`config.mk`:
```
export PLATFORM = sky130hd
export DESIGN_NAME = sr_cmd_gen
export DESIGN_NICKNAME = d
export VERILOG_FILES = /design/src/rtl/sr_cmd_gen.sv
export SDC_FILE = /design/constraint.sdc
export NUM_CORES = 1
export LEC_CHECK = 0
export ABC_AREA = 1
export CORE_AREA = 2 2 63 65
export DETAILED_ROUTE_END_ITERATION = 10
export DIE_AREA = 0 0 65 67
export PLACE_DENSITY = 0.42
export SLEW_MARGIN = 0
export SYNTH_ARGS = -nofsm -noshare
export SYNTH_HDL_FRONTEND = slang
export SYNTH_SLANG_ARGS = --single-unit
```
`constraint.sdc`:
```
create_clock -name clk -period 1.8 [get_ports clk]
set_input_delay 0.27 -clock clk [delete_from_list [all_inputs] [get_ports clk]]
set_output_delay 0.27 -clock clk [all_outputs]
set_load 0.01 [all_outputs]
```
`src/rtl/sr_cmd_gen.sv`:
```
// Command generator for the SR flop: turns two raw request lines into clean, never-overlapping s/r pulses.
// Optional SR_CMD_GEN_CONFLICT_CNT_EN adds a saturating 8-bit count of conflict pulses.
module sr_cmd_gen #(
  parameter int DB_CYCLES   = 4,
  parameter int PULSE_LEN   = 2,
  parameter int HOLD_CYCLES = 3
) (
  input  logic       clk,
  input  logic       rst_n,
  input  logic       set_in,
  input  logic       clr_in,
  output logic       s,
  output logic       r,
  output logic       busy,
  output logic       conflict
`ifdef SR_CMD_GEN_CONFLICT_CNT_EN
  ,
  output logic [7:0] conflict_cnt
`endif
);

  localparam int DB_W    = $clog2(DB_CYCLES + 1);
  localparam int TMR_MAX = (PULSE_LEN > HOLD_CYCLES) ? PULSE_LEN : HOLD_CYCLES;
  localparam int TMR_W   = $clog2(TMR_MAX + 1);

  localparam logic [DB_W-1:0]  DB_LAST    = DB_W'(DB_CYCLES - 1);
  localparam logic [TMR_W-1:0] PULSE_LAST = TMR_W'(PULSE_LEN - 1);
  localparam logic [TMR_W-1:0] HOLD_LAST  = TMR_W'(HOLD_CYCLES - 1);

  typedef enum logic [1:0] {IDLE, SET_P, CLR_P, HOLD} state_t;

  // Index 0 is the set chain, index 1 the clear chain.
  logic [1:0]      sync1, sync2, level, level_q;
  logic [DB_W-1:0] db_cnt [2];

  state_t           state;
  logic [TMR_W-1:0] tmr;
  logic             set_pend, clr_pend, set_first;
  logic             set_req, clr_req;
  logic             serve_set, serve_clr, dispatch;

  always_ff @(posedge clk or negedge rst_n) begin
    if (!rst_n) begin
      sync1   <= '0;
      sync2   <= '0;
      level   <= '0;
      level_q <= '0;
      for (int i = 0; i < 2; i++) db_cnt[i] <= '0;
    end else begin
      sync1   <= {clr_in, set_in};
      sync2   <= sync1;
      level_q <= level;
      for (int i = 0; i < 2; i++) begin
        if (sync2[i] != level[i]) begin
          if (db_cnt[i] == DB_LAST) begin
            level[i]  <= ~level[i];
            db_cnt[i] <= '0;
          end else begin
            db_cnt[i] <= db_cnt[i] + DB_W'(1);
          end
        end else begin
          db_cnt[i] <= '0;
        end
      end
    end
  end

  assign set_req = level[0] & ~level_q[0];
  assign clr_req = level[1] & ~level_q[1];

  // The end of HOLD dispatches directly so the gap between commands is exactly HOLD_CYCLES.
  always_comb begin
    serve_set = set_pend & (~clr_pend | set_first);
    serve_clr = clr_pend & ~serve_set;
    dispatch  = (state == IDLE) || ((state == HOLD) && (tmr == HOLD_LAST));
  end

  assign busy = (state != IDLE) | set_pend | clr_pend;

  always_ff @(posedge clk or negedge rst_n) begin
    if (!rst_n) begin
      state     <= IDLE;
      tmr       <= '0;
      s         <= 1'b0;
      r         <= 1'b0;
      set_pend  <= 1'b0;
      clr_pend  <= 1'b0;
      set_first <= 1'b0;
      conflict  <= 1'b0;
    end else begin
      conflict <= set_req & clr_req;
      if (set_req && !clr_req) begin
        set_pend <= 1'b1;
        if (!set_pend) set_first <= ~clr_pend;
      end
      if (clr_req && !set_req) begin
        clr_pend <= 1'b1;
        if (!clr_pend) set_first <= set_pend;
      end
      if (dispatch && serve_set) begin
        state    <= SET_P;
        set_pend <= 1'b0;
        tmr      <= '0;
        s        <= 1'b1;
        r        <= 1'b0;
      end else if (dispatch && serve_clr) begin
        state    <= CLR_P;
        clr_pend <= 1'b0;
        tmr      <= '0;
        s        <= 1'b0;
        r        <= 1'b1;
      end else begin
        case (state)
          SET_P, CLR_P: begin
            if (tmr == PULSE_LAST) begin
              state <= HOLD;
              tmr   <= '0;
              s     <= 1'b0;
              r     <= 1'b0;
            end else begin
              tmr <= tmr + TMR_W'(1);
            end
          end
          HOLD: begin
            if (tmr == HOLD_LAST) begin
              state <= IDLE;
              tmr   <= '0;
            end else begin
              tmr <= tmr + TMR_W'(1);
            end
          end
          default: begin
            state <= IDLE;
            s     <= 1'b0;
            r     <= 1'b0;
          end
        endcase
      end
    end
  end

`ifdef SR_CMD_GEN_CONFLICT_CNT_EN
  always_ff @(posedge clk or negedge rst_n) begin
    if (!rst_n) begin
      conflict_cnt <= '0;
    end else if (conflict && (conflict_cnt != 8'hFF)) begin
      conflict_cnt <= conflict_cnt + 8'd1;
    end
  end
`endif

endmodule

```
-- Yosys cells after proc, flatten, opt, wreduce, memory -nomap -nowiden
Cells that the tools add are included.
- equal/unequal tests: 12
- add/sub/neg operators: 3
- bitwise gates (word level): 14
- reductions and logical operators: 17
- mux-type cells: 29
- operators with widths (operator ; count):
    two-way mux 2 bit ; 8
    two-way mux 1 bit ; 14
    two-way mux 3 bit ; 4
    one-hot mux 2 bit (2 select lines) ; 2
    AND reduction 2 bit ; 4
    adder 3 x 1 -> 3 bit (second input constant) ; 2
    == test 2 bit (second input constant) ; 3
    == test 3 x 2 -> 1 bit (second input constant) ; 2
    NOT 1 bit ; 6
    bitwise AND 1 bit ; 5
    logical AND 1 bit ; 5
    == test 2 x 1 -> 1 bit (second input constant) ; 2
    != test 4 x 1 -> 1 bit (second input constant) ; 1
    != test 4 bit (second input constant) ; 1
    nonzero test 2 bit ; 2
    nonzero test 4 bit ; 1
    != test 3 x 1 -> 1 bit (second input constant) ; 1
    OR 1 bit ; 3
    adder 2 x 1 -> 2 bit (second input constant) ; 1
    logical NOT 1 bit ; 2
    logical NOT 2 bit ; 1
    != test 1 bit ; 2
    one-hot mux 1 bit (2 select lines) ; 1
    OR reduction 2 bit ; 1
    logical OR 1 bit ; 1
- word-level logic and storage cells: 90
- bits in registers: 24
- input bits: 4
- output and inout port bits: 4

-- Depth between registers and ports, before layout
- depth in word-level cells: 8
- gate-level depth with buffers: 9
- depth with buffers taken out: 9

-- Worst setup path after synthesis
Ideal clock, no wire load.
- path type: register to register
- start point: register state[0]
- end point: register state[1]
- buffers on the path: 0
- stages on the path, launching flop included: 9
- data required time: 1.683 ns
- setup slack: 0.541 ns
- clock period less this slack: 1.259 ns
- arrival: 1.141 ns
- library setup time: 0.117 ns
- cells stage by stage: dfrtp_1 -> inv_1 -> ha_1 -> inv_1 -> a21oi_1 -> o21ai_2 -> inv_2 -> nand2_1 -> nand2_1
- longest elaborated chain between the ends: 6
- elaborated cells between the ends (all ways): 15
- those cells by class: eq/ne: 5; mux: 3; reduce/logical: 7
- RTL lines (element ; RTL line ; source):
    start, declared ; 36 ; state_t state;
    start signal, assigned ; 82 ; state <= IDLE;
    start signal, assigned ; 101 ; state <= SET_P;
    start signal, assigned ; 107 ; state <= CLR_P;
    == test 2 bit ; 75, 113 ;
    logical AND 1 bit ; 75 ; dispatch = (state == IDLE) || ((state == HOLD) && (tmr == HOLD_LAST));
    logical OR 1 bit ; 75 ;
    logical AND 1 bit (on tied branches) ; 100, 106 ;
    != test 4 x 1 -> 1 bit (no source line) (tied with other cells) ; -- ;
    AND reduction 2 bit (no source line) or two-way mux 2 bit (tied branches) ; -- ;
Several ways; a longest one is shown, not always the timed one.
A chain may end at the register's enable or synchronous reset.

-- Final worst setup path
- start point: register state[0]
- end point: register tmr[1]
- longest elaborated chain between the ends: 6
- elaborated cells between the ends (all ways): 13
- those cells by class: eq/ne: 3; mux: 3; reduce/logical: 7
- RTL lines (element ; RTL line ; source):
    branches (longest 6 deep; another with == test 2 x 1 -> 1 bit) ; -- ;
    end signal, assigned ; 121 ; tmr <= tmr + TMR_W'(1);
    end signal, assigned ; 129 ; tmr <= tmr + TMR_W'(1);
    end, declared ; 37 ; logic [TMR_W-1:0] tmr;
Parallel ways; which one is timed is not known.

==> impl_metrics.toml <==
[run_status]
status = "finished, final reports clean"

[sta]
slew_headroom_pct = 79.49
slew_violations = 0
fin_crit_sh_pct = 83.81
hold_viol = 0
min_period_ns = 1.509
fin_skew_ns = 0.002248
setup_viol_count_final = 0
rsz0062_at_grt = "no"
fmax_mhz = 662.9
tns_ns = 0
worst_slew_pin_slew_ns = 0.3076
fin_ws_ns = 0.2915

[worst_hold_path]
min_path_type = "in2async"

[synthesis]
synth_top_area_share_pct = 55.94
synth_largest_area_cell = "dfrtp_1"
synth_fp_nets = 127
synthMuxAreaShare_pct = 0
synth.distinct_cells = 19
synth-compound-area-share_pct = 8.042
synth-xor-area-share_pct = 1.632
ys.warnings.count = 0
ys_seq_area_share_pct = 55.94
syn_area_sq_mm = 0.001074
synth_top_family_by_area = "simple AND/OR/NAND/NOR gates"
avgSynthCellArea_sq_um = 9.021
synth-adder-area-share_pct = 4.662
ys_ff_latch = 24
syn_inst = 119
synthTopCellsByArea = "dfrtp_1, nand2_1, inv_1"
synthSimpleGateAreaFrac_pct = 22.38

[cts]
numCtsBuffers = 3
clk_pin_slew_worst_paths_ns = 0.08
insertion_delay_ns = 0.26
numClockSinks = 24
holdBufCountCts = 0
clockRootBuffer = "clkbuf_8"
cts_tree = "done"
htree_levels = 1
cts_buffer_depth = 2

[finish]
area_growth_pct = 17.60
layout_commonest_cell = "nand2_1"
drive_gt1_share_pct = 10.69
n_antenna_cell = 0
final_area_sq_mm = 0.001262
nFillCells = 376
layout_common_cells = "nand2_1, dfrtp_1, inv_1"
nets = 141
instances_no_fill = 179

[placement]
post_dp_cell_area_sq_mm = 0.001211
placed_cells = 175
dp_slack_ns = 0.3357
place_hpwl_mm = 1.283
io_buffers = 7
place.gp.congestion = 0.7084

[detailed_routing]
detail_route.wl_per_cell_um = 9.486
ant_nets = 0
drt_iter0_markers = 27
vias = 765
viasPerCell = 4.274
routed_wl_mm = 1.698
drt_first_pass_iters = 3
drc_errors = 0

[floorplan]
die_h_um = 67
initial_core_util_pct = 29.77
dieArea_sq_mm = 0.004355
die_w_um = 65
core-area_sq_mm = 0.003606
rows = 22
io_pins = 8

[power]
p_total_mw = 2.192
p_leak_nw = 0.6290
power.density_mw_per_mm2 = 1736
vdd_drop_max_uv = 411.5

[grt]
use_met2_pct = 16.88
busiest_layer = "met2"
overflow = 0
antenna_found_initial = 0
grt_first_pass_wirelength_mm = 3.187
grt_max_degree = 25
met1_usage_pct = 11.39
grt_pass1_vias = 758
met3_usage_pct = 2.027
track_usage_pct = 9.949

[worst_setup_path]
crit_path_max_fanout = 6
cp.required_ns = 1.96
startpoint_type = "flip-flop"
worstSetupStartpoint = "state[0]"
ff2ff_path_depth = 8
cp.arrival_ns = 1.67
endpoint_kind = "flip-flop"
reg2reg_slack_ns = 0.29
rr_endpoint = "tmr[1]"
timing.rr.start = "state[0]"
path_class = "reg2reg"

[job]
drv_cap = 0
[repair_timing]
action	4_1_cts	5_1_grt
endpoints found under the setup margin	0	1
resized for setup	0	1
setup buffers	0	1
[layer usage]
layer  wire, um  part of all wire [%]  up-vias
met3         47                   2.8        5
met4         43                   2.5        0
met1        806                    47      356
met5          0                     0        -
li1           -                     -      397
met2        800                    47        7
[per-stage QoR]
stage	hold slack [ns]	util [%]
2_1_floorplan	-0.02559	-
3_3_place_gp	0.3398	33.59
3_5_place_dp	0.3380	33.59
4_1_cts	0.3656	34.73
5_1_grt	0.3762	35.01
6_report	0.3587	35.01
[flip-flops by register name, indices dropped and copies added, names as in the netlist]
register,cells
db_cnt,6
level,2
level_q,2
state,2
sync1,2
sync2,2
tmr,2
clr_pend,1
conflict,1
r,1
s,1
set_first,1
set_pend,1
[critical path, cell delays in order, from the launching register on]
cell and delay [ns]:
dfrtp_1 0.40, buf_4 0.14, ha_1 0.28, nand3_2 0.13
nand2_4 0.08, a21oi_2 0.19, nand2_1 0.09, nand2_1 0.06
nand2_1 0.04
[power breakdown]
group	switching (mW)	total [mW]	internal [mW]
clock network	0.155	0.304	0.149
registers	0.129	0.858	0.729
logic	0.618	1.03	0.411
total	0.902	2.19	1.29
[worst max-delay path by stage]
stage                     cells after the start       end  slack (ns)
after floorplan                               8  state[1]        0.54
after global placement                        4      busy        0.36
after detailed placement                      4      busy        0.34
after CTS                                     4      busy        0.04
after global routing                          8    tmr[1]        0.16
final                                         8    tmr[1]        0.29
[logic make-up after synthesis]
logic type / Yosys count
DFF: 24
buffers and inverters: 21
adders and majority gates: 4
xor gates and xnor gates: 2
AOI/OAI and AO/OA: 15
and+or+nand+nor: 53
[cell type report]
| type | count | area, sq um | area share [%] |
|---|---|---|---|
| Sequential cell | 24 | 600.6 | 47.57 |
| Multi-Input combinational cell | 74 | 394.1 | 31.22 |
| Timing Repair Buffer | 9 | 87.58 | 6.938 |
| Inverter | 21 | 78.83 | 6.244 |
| Tap cell | 48 | 60.06 | 4.757 |
| Clock buffer | 3 | 41.29 | 3.271 |
[cell usage after synthesis]
cell and n:
o21ai_0 6, ha_1 4, nor2_1 11, nand3_2 1
o21ai_2 1, nand2_4 2, a21oi_2 2, nor3_1 4
o21ai_1 3, nor3b_1 1, a21oi_1 3, inv_2 2
nand2_2 1, dfrtp_1 24, xnor2_1 2, nand3_1 5
nand2_1 27, inv_1 19, and2_1 1
Note: power is estimated with default switching activity, not from simulation.
